## src/rtl/alu_sequencer_if.sv

```systemverilog
// rtl/alu_sequencer_if.sv - instruction-memory, ALU and register-file control bundle of the ALU sequencer
//
// Ports (master = sequencer side):
//   instr      in   8  instruction memory read data (registered memory)
//   alu_z/n/c/v in  1  ALU status flags, combinational from the ALU
//   imem_addr  out  8  instruction address
//   alu_sel    out  3  ALU operation select
//   rf_ra      out  2  register-file read port A address
//   rf_rb      out  2  register-file read port B address
//   rf_wa      out  2  register-file write address
//   rf_we      out  1  register-file write enable
//   wb_sel     out  1  write-back source: 0 = ALU result, 1 = wb_imm
//   wb_imm     out  8  immediate write-back data
//   flags      out  4  registered {Z,N,C,V}
//   halted     out  1  high while halted
interface alu_sequencer_if;
   logic [7:0] instr;
   logic       alu_z;
   logic       alu_n;
   logic       alu_c;
   logic       alu_v;
   logic [7:0] imem_addr;
   logic [2:0] alu_sel;
   logic [1:0] rf_ra;
   logic [1:0] rf_rb;
   logic [1:0] rf_wa;
   logic       rf_we;
   logic       wb_sel;
   logic [7:0] wb_imm;
   logic [3:0] flags;
   logic       halted;

   modport master (
      input  instr, alu_z, alu_n, alu_c, alu_v,
      output imem_addr, alu_sel, rf_ra, rf_rb, rf_wa, rf_we, wb_sel, wb_imm, flags, halted
   );

   modport slave (
      output instr, alu_z, alu_n, alu_c, alu_v,
      input  imem_addr, alu_sel, rf_ra, rf_rb, rf_wa, rf_we, wb_sel, wb_imm, flags, halted
   );
endinterface

```

## src/rtl/alu_sequencer.sv

```systemverilog
// rtl/alu_sequencer.sv - multi-cycle fetch/decode/execute control FSM for the 8-bit ALU datapath
//
// Ports:
//   clk  in   1  system clock, rising edge
//   rst  in   1  synchronous active-high reset
//   bus  master modport of alu_sequencer_if (memory, ALU, register file, flags, halted)
// Parameters:
//   RESET_PC  PC value loaded on reset
module alu_sequencer #(
   parameter logic [7:0] RESET_PC = 8'h00
) (
   input  logic             clk,
   input  logic             rst,
   alu_sequencer_if.master  bus
);

   typedef enum logic [2:0] {
      S_FETCH,
      S_DECODE,
      S_EXEC,
      S_IMM_WAIT,
      S_IMM,
      S_HALT
   } state_t;

   localparam logic [3:0] OP_LDI  = 4'b1000;
   localparam logic [3:0] OP_JMP  = 4'b1001;
   localparam logic [3:0] OP_JZ   = 4'b1010;
   localparam logic [3:0] OP_JC   = 4'b1011;
   localparam logic [3:0] OP_CMP  = 4'b1100;
   localparam logic [3:0] OP_HALT = 4'b1111;

   // flags_q bit positions within {Z,N,C,V}
   localparam int FLAG_Z = 3;
   localparam int FLAG_C = 1;

   state_t     state_q, state_d;
   logic [7:0] pc_q, pc_d;
   logic [7:0] ir_q, ir_d;
   logic [3:0] flags_q, flags_d;

   logic [3:0] op_ir;
   logic [3:0] op_in;
   logic       ir_is_alu;
   logic       ir_is_cmp;
   logic [7:0] pc_inc;

   assign op_ir     = ir_q[7:4];
   assign op_in     = bus.instr[7:4];
   assign ir_is_alu = ~ir_q[7];
   assign ir_is_cmp = (op_ir == OP_CMP);
   assign pc_inc    = pc_q + 8'd1;   // 8-bit, wraps 0xFF -> 0x00

   always_ff @(posedge clk) begin
      if (rst) begin
         state_q <= S_FETCH;
         pc_q    <= RESET_PC;
         ir_q    <= 8'h00;
         flags_q <= 4'h0;
      end else begin
         state_q <= state_d;
         pc_q    <= pc_d;
         ir_q    <= ir_d;
         flags_q <= flags_d;
      end
   end

   always_comb begin
      state_d    = state_q;
      pc_d       = pc_q;
      ir_d       = ir_q;
      flags_d    = flags_q;
      bus.rf_we  = 1'b0;
      bus.wb_sel = 1'b0;
      bus.wb_imm = 8'h00;

      case (state_q)
         S_FETCH: begin
            state_d = S_DECODE;
         end

         S_DECODE: begin
            // ir is still the previous instruction here, so decode from instr
            ir_d = bus.instr;
            pc_d = pc_inc;
            if (!op_in[3] || op_in == OP_CMP) begin
               state_d = S_EXEC;
            end else if (op_in[3:2] == 2'b10) begin
               state_d = S_IMM_WAIT;
            end else if (op_in == OP_HALT) begin
               state_d = S_HALT;
            end else begin
               state_d = S_FETCH;
            end
         end

         S_EXEC: begin
            bus.rf_we = ir_is_alu;
            flags_d   = {bus.alu_z, bus.alu_n, bus.alu_c, bus.alu_v};
            state_d   = S_FETCH;
         end

         S_IMM_WAIT: begin
            // memory is registered: operand at pc appears on instr next cycle
            state_d = S_IMM;
         end

         S_IMM: begin
            state_d = S_FETCH;
            case (op_ir)
               OP_LDI: begin
                  bus.rf_we  = 1'b1;
                  bus.wb_sel = 1'b1;
                  bus.wb_imm = bus.instr;
                  pc_d       = pc_inc;
               end
               OP_JMP:  pc_d = bus.instr;
               OP_JZ:   pc_d = flags_q[FLAG_Z] ? bus.instr : pc_inc;
               OP_JC:   pc_d = flags_q[FLAG_C] ? bus.instr : pc_inc;
               default: pc_d = pc_inc;
            endcase
         end

         S_HALT: begin
            state_d = S_HALT;
         end

         default: begin
            state_d = S_FETCH;
         end
      endcase
   end

   assign bus.imem_addr = pc_q;
   assign bus.alu_sel   = ir_is_alu ? ir_q[6:4] : (ir_is_cmp ? 3'b001 : 3'b000);
   assign bus.rf_ra     = ir_q[3:2];
   assign bus.rf_wa     = ir_q[3:2];
   assign bus.rf_rb     = ir_q[1:0];
   assign bus.flags     = flags_q;
   assign bus.halted    = (state_q == S_HALT);

endmodule

```

## src/flat_wrapper.sv

```systemverilog
// flat-port wrapper written by rule: the top's interface ports become plain ports
module alu_sequencer_flat 
#(
   parameter logic [7:0] RESET_PC = 8'h00
)
  (clk, rst, bus_instr, bus_alu_z, bus_alu_n, bus_alu_c, bus_alu_v, bus_imem_addr, bus_alu_sel, bus_rf_ra, bus_rf_rb, bus_rf_wa, bus_rf_we, bus_wb_sel, bus_wb_imm, bus_flags, bus_halted);
  alu_sequencer_if bus_i ();
  input  logic clk;
  input  logic rst;
  input wire logic [$bits(bus_i.instr)-1:0] bus_instr;
  input wire logic [$bits(bus_i.alu_z)-1:0] bus_alu_z;
  input wire logic [$bits(bus_i.alu_n)-1:0] bus_alu_n;
  input wire logic [$bits(bus_i.alu_c)-1:0] bus_alu_c;
  input wire logic [$bits(bus_i.alu_v)-1:0] bus_alu_v;
  output wire logic [$bits(bus_i.imem_addr)-1:0] bus_imem_addr;
  output wire logic [$bits(bus_i.alu_sel)-1:0] bus_alu_sel;
  output wire logic [$bits(bus_i.rf_ra)-1:0] bus_rf_ra;
  output wire logic [$bits(bus_i.rf_rb)-1:0] bus_rf_rb;
  output wire logic [$bits(bus_i.rf_wa)-1:0] bus_rf_wa;
  output wire logic [$bits(bus_i.rf_we)-1:0] bus_rf_we;
  output wire logic [$bits(bus_i.wb_sel)-1:0] bus_wb_sel;
  output wire logic [$bits(bus_i.wb_imm)-1:0] bus_wb_imm;
  output wire logic [$bits(bus_i.flags)-1:0] bus_flags;
  output wire logic [$bits(bus_i.halted)-1:0] bus_halted;
  assign bus_i.instr = bus_instr;
  assign bus_i.alu_z = bus_alu_z;
  assign bus_i.alu_n = bus_alu_n;
  assign bus_i.alu_c = bus_alu_c;
  assign bus_i.alu_v = bus_alu_v;
  assign bus_imem_addr = bus_i.imem_addr;
  assign bus_alu_sel = bus_i.alu_sel;
  assign bus_rf_ra = bus_i.rf_ra;
  assign bus_rf_rb = bus_i.rf_rb;
  assign bus_rf_wa = bus_i.rf_wa;
  assign bus_rf_we = bus_i.rf_we;
  assign bus_wb_sel = bus_i.wb_sel;
  assign bus_wb_imm = bus_i.wb_imm;
  assign bus_flags = bus_i.flags;
  assign bus_halted = bus_i.halted;
  alu_sequencer #(.RESET_PC(RESET_PC)) u_core (.clk(clk), .rst(rst), .bus(bus_i));
endmodule
```

## config.mk

```make
export PLATFORM = sky130hd
export DESIGN_NAME = alu_sequencer_flat
export DESIGN_NICKNAME = d
export VERILOG_FILES = /design/src/rtl/alu_sequencer_if.sv /design/src/rtl/alu_sequencer.sv /design/src/flat_wrapper.sv
export SDC_FILE = /design/constraint.sdc
export NUM_CORES = 1
export LEC_CHECK = 0
export CELL_PAD_IN_SITES_DETAIL_PLACEMENT = 1
export CELL_PAD_IN_SITES_GLOBAL_PLACEMENT = 2
export CORE_MARGIN = 4
export CORE_UTILIZATION = 27
export DETAILED_ROUTE_END_ITERATION = 7
export GPL_TIMING_DRIVEN = 0
export PLACE_DENSITY = 0.92
export SLEW_MARGIN = 10
export SYNTH_ARGS = -nofsm -noshare
export SYNTH_HDL_FRONTEND = slang
export SYNTH_SLANG_ARGS = --single-unit
```

## constraint.sdc

```tcl
create_clock -name clk -period 2.85 [get_ports clk]
set_clock_uncertainty 0.15 [all_clocks]
set_input_delay 0.285 -clock clk [delete_from_list [all_inputs] [get_ports clk]]
set_output_delay 0.285 -clock clk [all_outputs]
set_load 0.1 [all_outputs]
```

* Word level (Yosys, flattened, before mapping)
Index checks and enable logic that the tools add are counted.
** Storage, ports and cells
- Register bits :: 23
- Bits of input ports :: 14
** Operators by class
- Add/subtract/negate cells :: 1
- Equal/unequal tests :: 13
- Mux-type cells :: 15
- Bitwise operators :: 1
- Reduce and logical (&&, ||, !) cells :: 4
** Operators with widths (number)
- 8-bit two-way mux :: 4
- 4-bit equality test (second input constant) :: 7
- 8-bit case mux with 3 select lines :: 1
- 8-bit case mux with 2 select lines :: 1
- 3-bit two-way mux :: 4
- 3-bit case mux with 4 select lines :: 1
- 8-bit by 1-bit adder with 8-bit output (second input constant) :: 1
- 3-bit by 2-bit equality test with 1-bit output (second input constant) :: 2
- 3-bit equality test (second input constant) :: 2
- 3-bit by 1-bit equality test with 1-bit output (second input constant) :: 1
- 3-bit logical NOT :: 1
- 1-bit two-way mux :: 3
- 2-bit equality test (second input constant) :: 1
- 1-bit case mux with 2 select lines :: 1
- 2-bit nonzero test :: 1
- 1-bit logical NOT :: 1
- 1-bit logical OR :: 1
- 1-bit inverter :: 1

* Depth between registers and ports, before layout
Gate-level depths: netlist (run 1).
- Depth after elaboration :: 5
- Mapped depth :: 6

* Least setup slack after synthesis (run 1)
No wires, ideal clock.
- Kind :: register to output
- Start :: reg u_core.state_q[1]
- End :: out bus_halted
- Data arrival time :: 2.830 ns
- Required time :: 2.415 ns
- Slack :: -0.415 ns
- Stages on the path, launching flop included :: 4
- Cell sequence :: dfxtp_1 buf_4 clkbuf_1 nor3b_1
** On the way
- Longest elaborated chain between the ends :: 1
** RTL lines
- from (decl) :: RTL line alu_sequencer.sv:37 : state_t state_q, state_d;
- from (signal assigned) :: RTL line alu_sequencer.sv:61 : state_q <= state_d;
- 3-bit equality test :: RTL line alu_sequencer.sv:140 : assign bus.halted = (state_q == S_HALT);
- to (decl) :: RTL line flat_wrapper.sv:24 : output wire logic [$bits(bus_i.halted)-1:0] bus_halted;
Every way passes these cells.

* Worst setup path after layout (run 1)
- Start :: reg u_core.ir_q[7]
- End :: out bus_wb_imm[4]
** On the way
- Longest elaborated chain between the ends :: 3
** RTL lines
- from (decl) :: RTL line alu_sequencer.sv:39 : logic [7:0] ir_q, ir_d;
- from (signal assigned) :: RTL line alu_sequencer.sv:63 : ir_q <= ir_d;
- 4-bit equality test :: RTL line alu_sequencer.sv:110 : case (op_ir)
- 8-bit two-way mux :: RTL line alu_sequencer.sv:110
- 8-bit two-way mux :: RTL line alu_sequencer.sv:77 : case (state_q)
- to (decl) :: RTL line flat_wrapper.sv:22 : output wire logic [$bits(bus_i.wb_imm)-1:0] bus_wb_imm;
Every way passes these cells.

==> results of run 1 <==
-- area by class of cell --
| cell class | count | area, um2 |
|---|---|---|
| Multi-Input combinational cell | 112 | 719.4 |
| Sequential cell | 23 | 460.4 |
| Buffer | 13 | 91.34 |
| Tap cell | 52 | 65.06 |
| Inverter | 9 | 33.78 |
| Timing Repair Buffer | 45 | 445.4 |
| Fill cell | 557 | 2644 |
| Clock buffer | 4 | 45.04 |
-- registers in the layout, indices dropped and copies added (netlist names) --
register	flops
u_core.bus.flags	4
u_core.bus.imem_addr	8
u_core.state_q	3
u_core.ir_q	8
-- cells by family after synthesis --
logic type	Yosys count	share of synthesized area, %
AND/OR/NAND/NOR	59	25.31
AO/OA/AOI/OAI	43	21.75
flip-flops	23	35.42
buffers and inverters	22	9.625
multiplexers	9	6.930
adder cells (fa/ha/maj)	1	0.9623
-- power groups by stage --
stage	logic (mW)	clock network (mW)	registers, mW
global placement	0.301	0	0.366
detailed placement	0.304	0	0.367
CTS	0.303	0.212	0.360
finish	0.300	0.205	0.359
floorplan	0.172	0	0.409
global route	0.321	0.221	0.363
-- worst register-to-register path, delay by kind of cell (launching register included) --
kind                   cells  cell delay (ns)
AOI/OAI and AO/OA          3             0.58
and+or+nand+nor            1             0.31
DFF                        1             0.44
buffers and inverters      2             0.27
-- synthesized netlist by cell type (3+ instances only) --
| cell | number |
|---|---|
| nor2_1 | 17 |
| nand3_1 | 3 |
| inv_1 | 8 |
| clkbuf_1 | 3 |
| nand2_1 | 14 |
| a21oi_1 | 16 |
| o32ai_1 | 4 |
| o21ai_0 | 11 |
| and3_2 | 8 |
| mux2i_1 | 9 |
| buf_4 | 8 |
| dfxtp_1 | 23 |
-- per-layer routing --
| layer | part of all wire, % | track usage [%] | up-vias |
|---|---|---|---|
| met1 | 46 | 18.14 | 640 |
| met2 | 50 | 24.09 | 28 |
| li1 | - | - | 646 |
| met4 | 0.48 | 2.491 | 0 |
| met5 | 0 | 0 | - |
| met3 | 3.2 | 3.125 | 2 |
-- path summary, 6_finish.rpt --
kind / startpoint / endpoint / slack [ns] / cells past startpoint
min: u_core.ir_q[1] / u_core.ir_q[1] / 0.34 / 2
max: u_core.ir_q[7] / bus_wb_imm[4] / 0.13 / 5
max reg2reg: u_core.ir_q[7] / u_core.bus.imem_addr[5] / 1.00 / 6
min reg2reg: u_core.ir_q[1] / u_core.ir_q[1] / 0.34 / 2
==> flow_metrics.tcl, run 1 <==
set metrics [dict create \
    status "finished, final reports clean" \
    peakVddDrop_mv 0.2303 \
    worstHoldPathType "reg -> reg" \
    grt_max_degree 13 \
    syn_to_final_growth_pct 43.12 \
    whs_ns 0.3356 \
    path_cells "inv_2, nor4_4, buf_6, and3_2, clkdlybuf4s15_1" \
    p_leak_nw 0.7641 \
    setup_tns_ns 0 \
    pwr-share-clk_pct 23.8 \
    finalCriticalPeriod_ns 2.725 \
    end_kind "output port" \
    cts-resized-gates 11 \
    ys_warn_count 0 \
    fin_crit_sh_pct 95.60 \
    switching_share_pct 39.28 \
    switching_power_mw 0.3396 \
    syn_inst 157 \
    synthesis.nets 172 \
    ys.flop_type "dfxtp_1" \
    slowest_stage "clkdlybuf4s15_1" \
    fmax_ghz 0.3670 \
    arrival_ns 2.29 \
    yosysTopAreaCellShare_pct 35.42 \
    synthTopCellsByArea "dfxtp_1 35%, mux2i_1 6.9%, a21oi_1 6.2%, nor2_1 4.9%, and3_2 4.6%" \
    slew_viol_final 0 \
    hold_viol_final 0 \
    coreArea_um2 4504 \
    clock_latency_ns 0.26 \
    cts_tree "done" \
    antenna_found_initial 0 \
    setup_ws_ns 0.1255 \
    yosysSeqAreaShare_pct 35.42 \
    intPower_mw 0.5249 \
    io-pin-count 46 \
    fin_cells 258 \
    place_area_um2 1821 \
    p_total_mw 0.8645 \
    critPathLaunchType "register" \
    setup_violations 0 \
    crit_family "buffers and inverters" \
    clock-root-buffer "clkbuf_8" \
    critPathBufInv 3 \
    drc_errors 0 \
    power.density_nw_per_um2 464.7 \
    slowest_delay_ns 0.82 \
    cts_setup_buffers 0 \
    drive_above_1_share_pct 16.02 \
    syn_area_um2 1300 \
    die_y_um 77.39 \
    final_common_cell "clkdlybuf4s50_1" \
    dp_cells 254 \
    p_seq_share_pct 41.6 \
    die_w_um 77.39 \
    tightest_slew_ns 0.9785 \
    grt-ovfl-total 0 \
    grt_pass1_vias 1401 \
    ys_types 40 \
    cts_inserted_buffers 3 \
    yosysTopAreaCell "dfxtp_1" \
    numClockSinks 23 \
    htree_levels 1 \
    place.gp.congestion 0.8200 \
    vias_per_cell 5.101 \
    rsz0062_at_grt "false" \
    fp-row-count 24 \
    place_ws_ns 0.05537 \
    grt_util_all_layers_pct 13.99 \
    worstPathRequired_ns 2.41 \
    ant_nets 0 \
    slew_headroom_pct 34.56 \
    fin_util_pct 41.31 \
    synth_seq_cells 23 \
    wl_per_cell_um 15.44 \
    drt-total-wl_mm 3.983 \
    antennaDiodeCount 0 \
    clkTransAtPathRegs_ns 0.08 \
    die_area_um2 5989 \
    fin_area_um2 1861 \
    drtIter0Drc 38 \
    combPwrFrac_pct 34.7 \
    vias 1316 \
    synth_edf_count 0 \
    start_util_pct 28.86 \
    hold_buffers 0 \
    async_flop_share_pct 0 \
    io_buffers 45 \
    grt_pass1_wl_mm 6.893 \
    max_cap_viol_count 0 \
    dp_hpwl_mm 3.075 \
    first_pass_iters 4 \
    layout.nets 222 \
    avgSynthCellArea_um2 8.280 \
    layout_common_cells "33 x clkdlybuf4s50_1, 23 x dfxtp_1, 17 x nor2_1, 16 x a21oi_1, 14 x nand2_1" \
    crit_fanout 10 \
    crit_type "reg -> out" \
    clk_path_buf_depth 2 \
]
No activity file was read; power rests on OpenSTA's default activity.
==> run 2, diff against run 1 <==
SKIP_CTS_REPAIR_TIMING = 1   (was default)
==> flow_metrics.tcl, run 2 (synthesis gave the netlist of run 1 again) <==
set metrics [dict create \
    crit_fanout 10 \
    status "finished, final reports clean" \
    combPwrFrac_pct 34.8 \
    layout.nets 222 \
    grt_max_degree 13 \
    io_buffers 45 \
    clk_path_buf_depth 2 \
    die_w_um 77.39 \
    highest_layer "met4" \
    setup_violations 0 \
    wl_per_cell_um 15.53 \
    intPower_mw 0.5267 \
    pwr-share-clk_pct 23.7 \
    drive_above_1_share_pct 15.53 \
    die_area_um2 5989 \
    die_y_um 77.39 \
    cts_inserted_buffers 3 \
    dp_hpwl_mm 3.075 \
    coreArea_um2 4504 \
    slew_viol_final 0 \
    clock-root-buffer "clkbuf_8" \
    vias_per_cell 5.112 \
    arrival_ns 2.24 \
    wl_met3_um 130 \
    wl_met2_mm 2.016 \
    drt-total-wl_mm 4.006 \
    final_common_cell "clkdlybuf4s50_1" \
    antenna_found_initial 0 \
    drt-met1-wl_mm 1.840 \
    place.gp.congestion 0.8200 \
    rsz0062_at_grt "false" \
    multi_input_area_um2 719.4 \
    end_kind "output port" \
    power.density_nw_per_um2 457.1 \
    worstHoldPathType "reg -> reg" \
    fp-row-count 24 \
    p_seq_share_pct 41.5 \
    numClockSinks 23 \
    grt_util_all_layers_pct 13.99 \
    start_util_pct 28.86 \
    switching_share_pct 39.21 \
    hold_viol_final 0 \
    seq_area_um2 460.4 \
    crit_type "reg -> out" \
    fill_cells 546 \
    p_leak_nw 0.9475 \
    htree_levels 1 \
    peakVddDrop_mv 0.2303 \
    vias 1319 \
    grt_pass1_wl_mm 6.893 \
    syn_to_final_growth_pct 45.81 \
    worstPathRequired_ns 2.41 \
    whs_ns 0.3356 \
    io-pin-count 46 \
    layout_common_cells "33 x clkdlybuf4s50_1, 23 x dfxtp_1, 17 x nor2_1, 16 x a21oi_1, 14 x nand2_1" \
    tightest_slew_ns 0.9823 \
    max_cap_viol_count 0 \
    fin_crit_sh_pct 93.98 \
    ant_nets 0 \
    clock_latency_ns 0.26 \
    switching_power_mw 0.3398 \
    finalCriticalPeriod_ns 2.679 \
    slew_headroom_pct 34.31 \
    critPathLaunchType "register" \
    fin_util_pct 42.08 \
    antennaDiodeCount 0 \
    fmax_ghz 0.3733 \
    grt_pass1_vias 1401 \
    drc_errors 0 \
    grt-ovfl-total 0 \
    cts_tree "done" \
    first_pass_iters 4 \
    clkTransAtPathRegs_ns 0.08 \
    drtIter0Drc 35 \
]
-- run 2: changes by cell type in the layout (fill, tap and decap cells not counted) --
cell / change
dlygate4sd2_1: -2
dlymetal6s2s_1: +11
clkbuf_2: -1
clkdlybuf4s15_1: -8
-- run 2: worst max-delay path, stage by stage, from the launching register on --
cell            delay (ns)
dfxtp_1               0.44
inv_2                 0.10
nor4_4                0.31
buf_6                 0.17
and2_2                0.15
a21o_2                0.08
dlymetal6s2s_1        0.73
-- run 2: cell type report --
class / count / share of cell area (%)
sequential: 23 / 24.29
timing repair buffer: 45 / 25.35
inverter: 9 / 1.782
buffer: 13 / 4.818
multi-input combinational: 112 / 37.95
tap: 52 / 3.432
clock buffer: 4 / 2.376
-- run 2: layer usage --
metal	track usage [%]	up-vias
met3	3.125	2
met2	24.09	28
met5	0	-
met4	2.491	0
met1	18.14	643
li1	-	646
-- run 2: stage by stage --
stage                     std cells  area, um2  power, mW  setup slack, ns  setup TNS [ns]
after floorplan                 157       1305     0.5819           0.5651               0
after global placement          254       1821     0.6665          0.08805               0
after detailed placement        254       1821     0.6708          0.05537               0
after CTS                       258       1866     0.8769          -0.2514          -2.110
after global routing            258       1896     0.9076          0.03240               0
final                           258       1896     0.8665           0.1715               0
-- run 2: path summary, 6_finish.rpt --
path,from,to,slack [ns],cells after the start
max,u_core.ir_q[7],bus_rf_we,0.17,6
min,u_core.ir_q[1],u_core.ir_q[1],0.34,2
max reg2reg,u_core.ir_q[7],u_core.bus.imem_addr[5],1.00,6
min reg2reg,u_core.ir_q[1],u_core.ir_q[1],0.34,2
-- run 2: power groups by stage --
stage	combinational (mW)	clock [mW]	sequential, mW
2_1_floorplan	0.172	0	0.409
4_1_cts	0.305	0.212	0.360
5_1_grt	0.323	0.221	0.363
6_report	0.302	0.205	0.359
3_3_place_gp	0.301	0	0.366
3_5_place_dp	0.304	0	0.367
==> patch: new RTL, flow settings as in run 1 <==
Re-encode `state_t` (6 states) as one-hot, 6 bits wide.
--- a/src/rtl/alu_sequencer.sv
+++ b/src/rtl/alu_sequencer.sv
@@ -16,9 +16,9 @@
 
-   typedef enum logic [2:0] {
-      S_FETCH,
-      S_DECODE,
-      S_EXEC,
-      S_IMM_WAIT,
-      S_IMM,
-      S_HALT
+   typedef enum logic [5:0] {
+      S_FETCH    = 6'b000001,
+      S_DECODE   = 6'b000010,
+      S_EXEC     = 6'b000100,
+      S_IMM_WAIT = 6'b001000,
+      S_IMM      = 6'b010000,
+      S_HALT     = 6'b100000
    } state_t;
Behaviour: no difference found for any inputs over 10 cycles, from zero or initial values and one cycle with rst high; not proved beyond that.
==> patch against run 1 <==
  * Hold slack lost 0.023 ns
  * Worst setup slack lost 0.0052 ns
  * Clock power grew 55%
  * Non-clock buffer count grew 1
  * Design area grew 12%
  * Sequential cell count grew 3
  * Cell count grew 15%
  * Synthesized area grew 12%
  * Routed wire length grew 14%
  * Total power grew 7.1%
  * Maximum frequency shrank 0.19%
  * Critical path type unchanged
  * Largest power group unchanged
==> patch: results (changes against run 1) <==
| Metric | Value |
|---|---|
| # diodes | `0 (unchanged)` |
| CTS buffer count | `3 (unchanged)` |
| Non-filler cells, final | `297 (was 258)` |
| Switch share | `0.307 (was 0.393)` |
| GR peak layer | `met2 (unchanged)` |
| First DRT Iteration DRCs | `24 (was 38)` |
| Avg Synthesized Cell Area | `8.28 um^2 (about the same)` |
| Root Buffer | `clkbuf_8 (unchanged)` |
| Post-DR wirelength/cell | `15.2 um (was 15.4 um)` |
| ANT nets after route | `0 (unchanged)` |
| GRT Overall Usage | `0.146 (was 0.140)` |
| GR Util met1 | `0.186 (was 0.181)` |
| Met2 usage | `0.237 (was 0.241)` |
| Placed insts | `291 (was 254)` |
| Largest net degree at the start of global routing | `16 (was 13)` |
| Clock-pin slew on the worst setup and hold paths | `0.10 ns (was 0.08 ns)` |
| Clk_lat worst skew | `0.28 ns (was 0.26 ns)` |
| Vias per inst | `4.80 (was 5.10)` |
| Met2 wire len | `2160 um (was 2010 um)` |
| Mapped Nets | `191 (was 172)` |
| Wire length on met3 | `260 um (was 127 um)` |
| CP max FO | `8 (was 10)` |
| Fin nets | `243 (was 222)` |
| Ys Warns | `0 (unchanged)` |
| Worst hold path class | `register to register (unchanged)` |
| Maximum vdd drop | `0.196 mV (was 0.230 mV)` |
| Fraction of layout cells with a size suffix above 1 | `0.194 (was 0.160)` |
| Number of H-tree levels | `1 (unchanged)` |
| Leakage power | `0.807 nW (was 0.764 nW)` |
| # fillers | `617 (was 557)` |
| Sequential fraction of the synthesis area | `0.357 (was 0.354)` |
| Synth cell types | `45 (was 40)` |
| Status | `finished clean (unchanged)` |
| Met1 Wirelength | `2050 um (was 1830 um)` |
| GRT met3 Usage | `0.0406 (was 0.0313)` |
| Post-synth top cells | `dfxtp_1, nand2_1, a21oi_1 (was dfxtp_1, nor2_1, a21oi_1)` |
| PortBufs | `45 (unchanged)` |
| First-pass GRT wire length | `7510 um (was 6890 um)` |
| FFs w/ async S/R, synth | `0 (unchanged)` |
| Tightest Pin Transition | `0.998 ns (was 0.978 ns)` |
| Top Layer Used | `met4 (unchanged)` |
| Initial antenna violation count | `0 (unchanged)` |
| Vias in the first global route | `1,490 (was 1,401)` |
| HPWL Detailed | `3460 um (was 3080 um)` |
| CP Data Arrival Time | `2.29 ns (about the same)` |
| Predominant post-synthesis flop cell | `dfxtp_1 (unchanged)` |
| GPL Wtd Cong | `0.729 (was 0.820)` |
| Top cells by area, synth | `dfxtp_1, mux2i_1, a21oi_1 (unchanged)` |
-- patch: cell types whose count changed after synthesis, moves of 3 or more --
cell and delta:
and2_1 +8, nand2_1 +6, dfxtp_1 +3, o21ai_0 -8, nor4_1 +3, and3_2 -8, nand3b_1 +3, nor2_1 -3
nor3_1 +3
-- patch: final timing paths --
kind | startpoint | depth (start not counted) | to | slack [ns]
setup / recovery | u_core.ir_q[4]$_SDFFE_PP0P_ | 3 | bus_alu_sel[0] | 0.12
hold / removal | u_core.ir_q[0]$_SDFFE_PP0P_ | 2 | u_core.ir_q[0]$_SDFFE_PP0P_ | 0.31
setup reg to reg | u_core.state_q[0]$_SDFF_PP1_ | 4 | u_core.state_q[0]$_SDFF_PP1_ | 0.93
hold reg to reg | u_core.ir_q[0]$_SDFFE_PP0P_ | 2 | u_core.ir_q[0]$_SDFFE_PP0P_ | 0.31
-- patch: per-stage QoR --
stage | power (W) | cell area [um^2] | TNS [ns] | worst slack, ns | util
floorplan | 0.000546 | 1490 | -0.495 | -0.0653 | -
global placement | 0.000610 | 2030 | -2.89 | -0.340 | 0.392
detailed placement | 0.000614 | 2030 | -3.45 | -0.424 | 0.392
CTS | 0.000931 | 2060 | 0 | 0.00580 | 0.399
global route | 0.000968 | 2090 | 0 | 0.0129 | 0.404
finish | 0.000926 | 2090 | 0 | 0.120 | 0.404
-- patch: cell type report --
| cell class | instances | area (um^2) | share of cell area |
|---|---|---|---|
| Sequential cell | 26 | 520 | 0.249 |
| Tap cell | 70 | 87.6 | 0.0419 |
| Timing Repair Buffer | 47 | 440 | 0.211 |
| Multi-Input combinational cell | 129 | 860 | 0.411 |
| Inverter | 9 | 33.8 | 0.0162 |
| Clock buffer | 3 | 41.3 | 0.0197 |
| Clock inverter | 1 | 30.0 | 0.0144 |
| Buffer | 12 | 77.6 | 0.0371 |
-- patch: what timing repair did --
action / 4_1_cts / 5_1_grt
buffers inserted: 0 / 2
pin swaps: 0 / 1
gates resized for setup: 47 / 10
gates cloned: 0 / 0
endpoints found under the setup margin: 11 / 9
-- patch: power by group through the flow --
stage                     registers [W]  logic (W)  clock network [W]
after floorplan                0.000419   0.000127                  0
after global placement         0.000403   0.000206                  0
after detailed placement       0.000404   0.000210                  0
after CTS                      0.000395   0.000212           0.000324
after global routing           0.000399   0.000230           0.000339
final                          0.000395   0.000214           0.000317
-- patch: worst max-delay path, cell delays in order, from the launching register on --
cell and delay (ns):
dfxtp_1 0.54, nor2b_1 0.20, a31o_2 0.12, clkdlybuf4s50_1 1.15
-- patch: logic make-up after synthesis --
family / after synthesis / synth area share
DFF: 26 / 0.357
buffers and inverters: 21 / 0.0764
and+or+nand+nor: 82 / 0.326
muxes: 10 / 0.0687
xor gates and xnor gates: 3 / 0.0180
adders and majority gates: 1 / 0.00858
AOI/OAI and AO/OA: 33 / 0.145
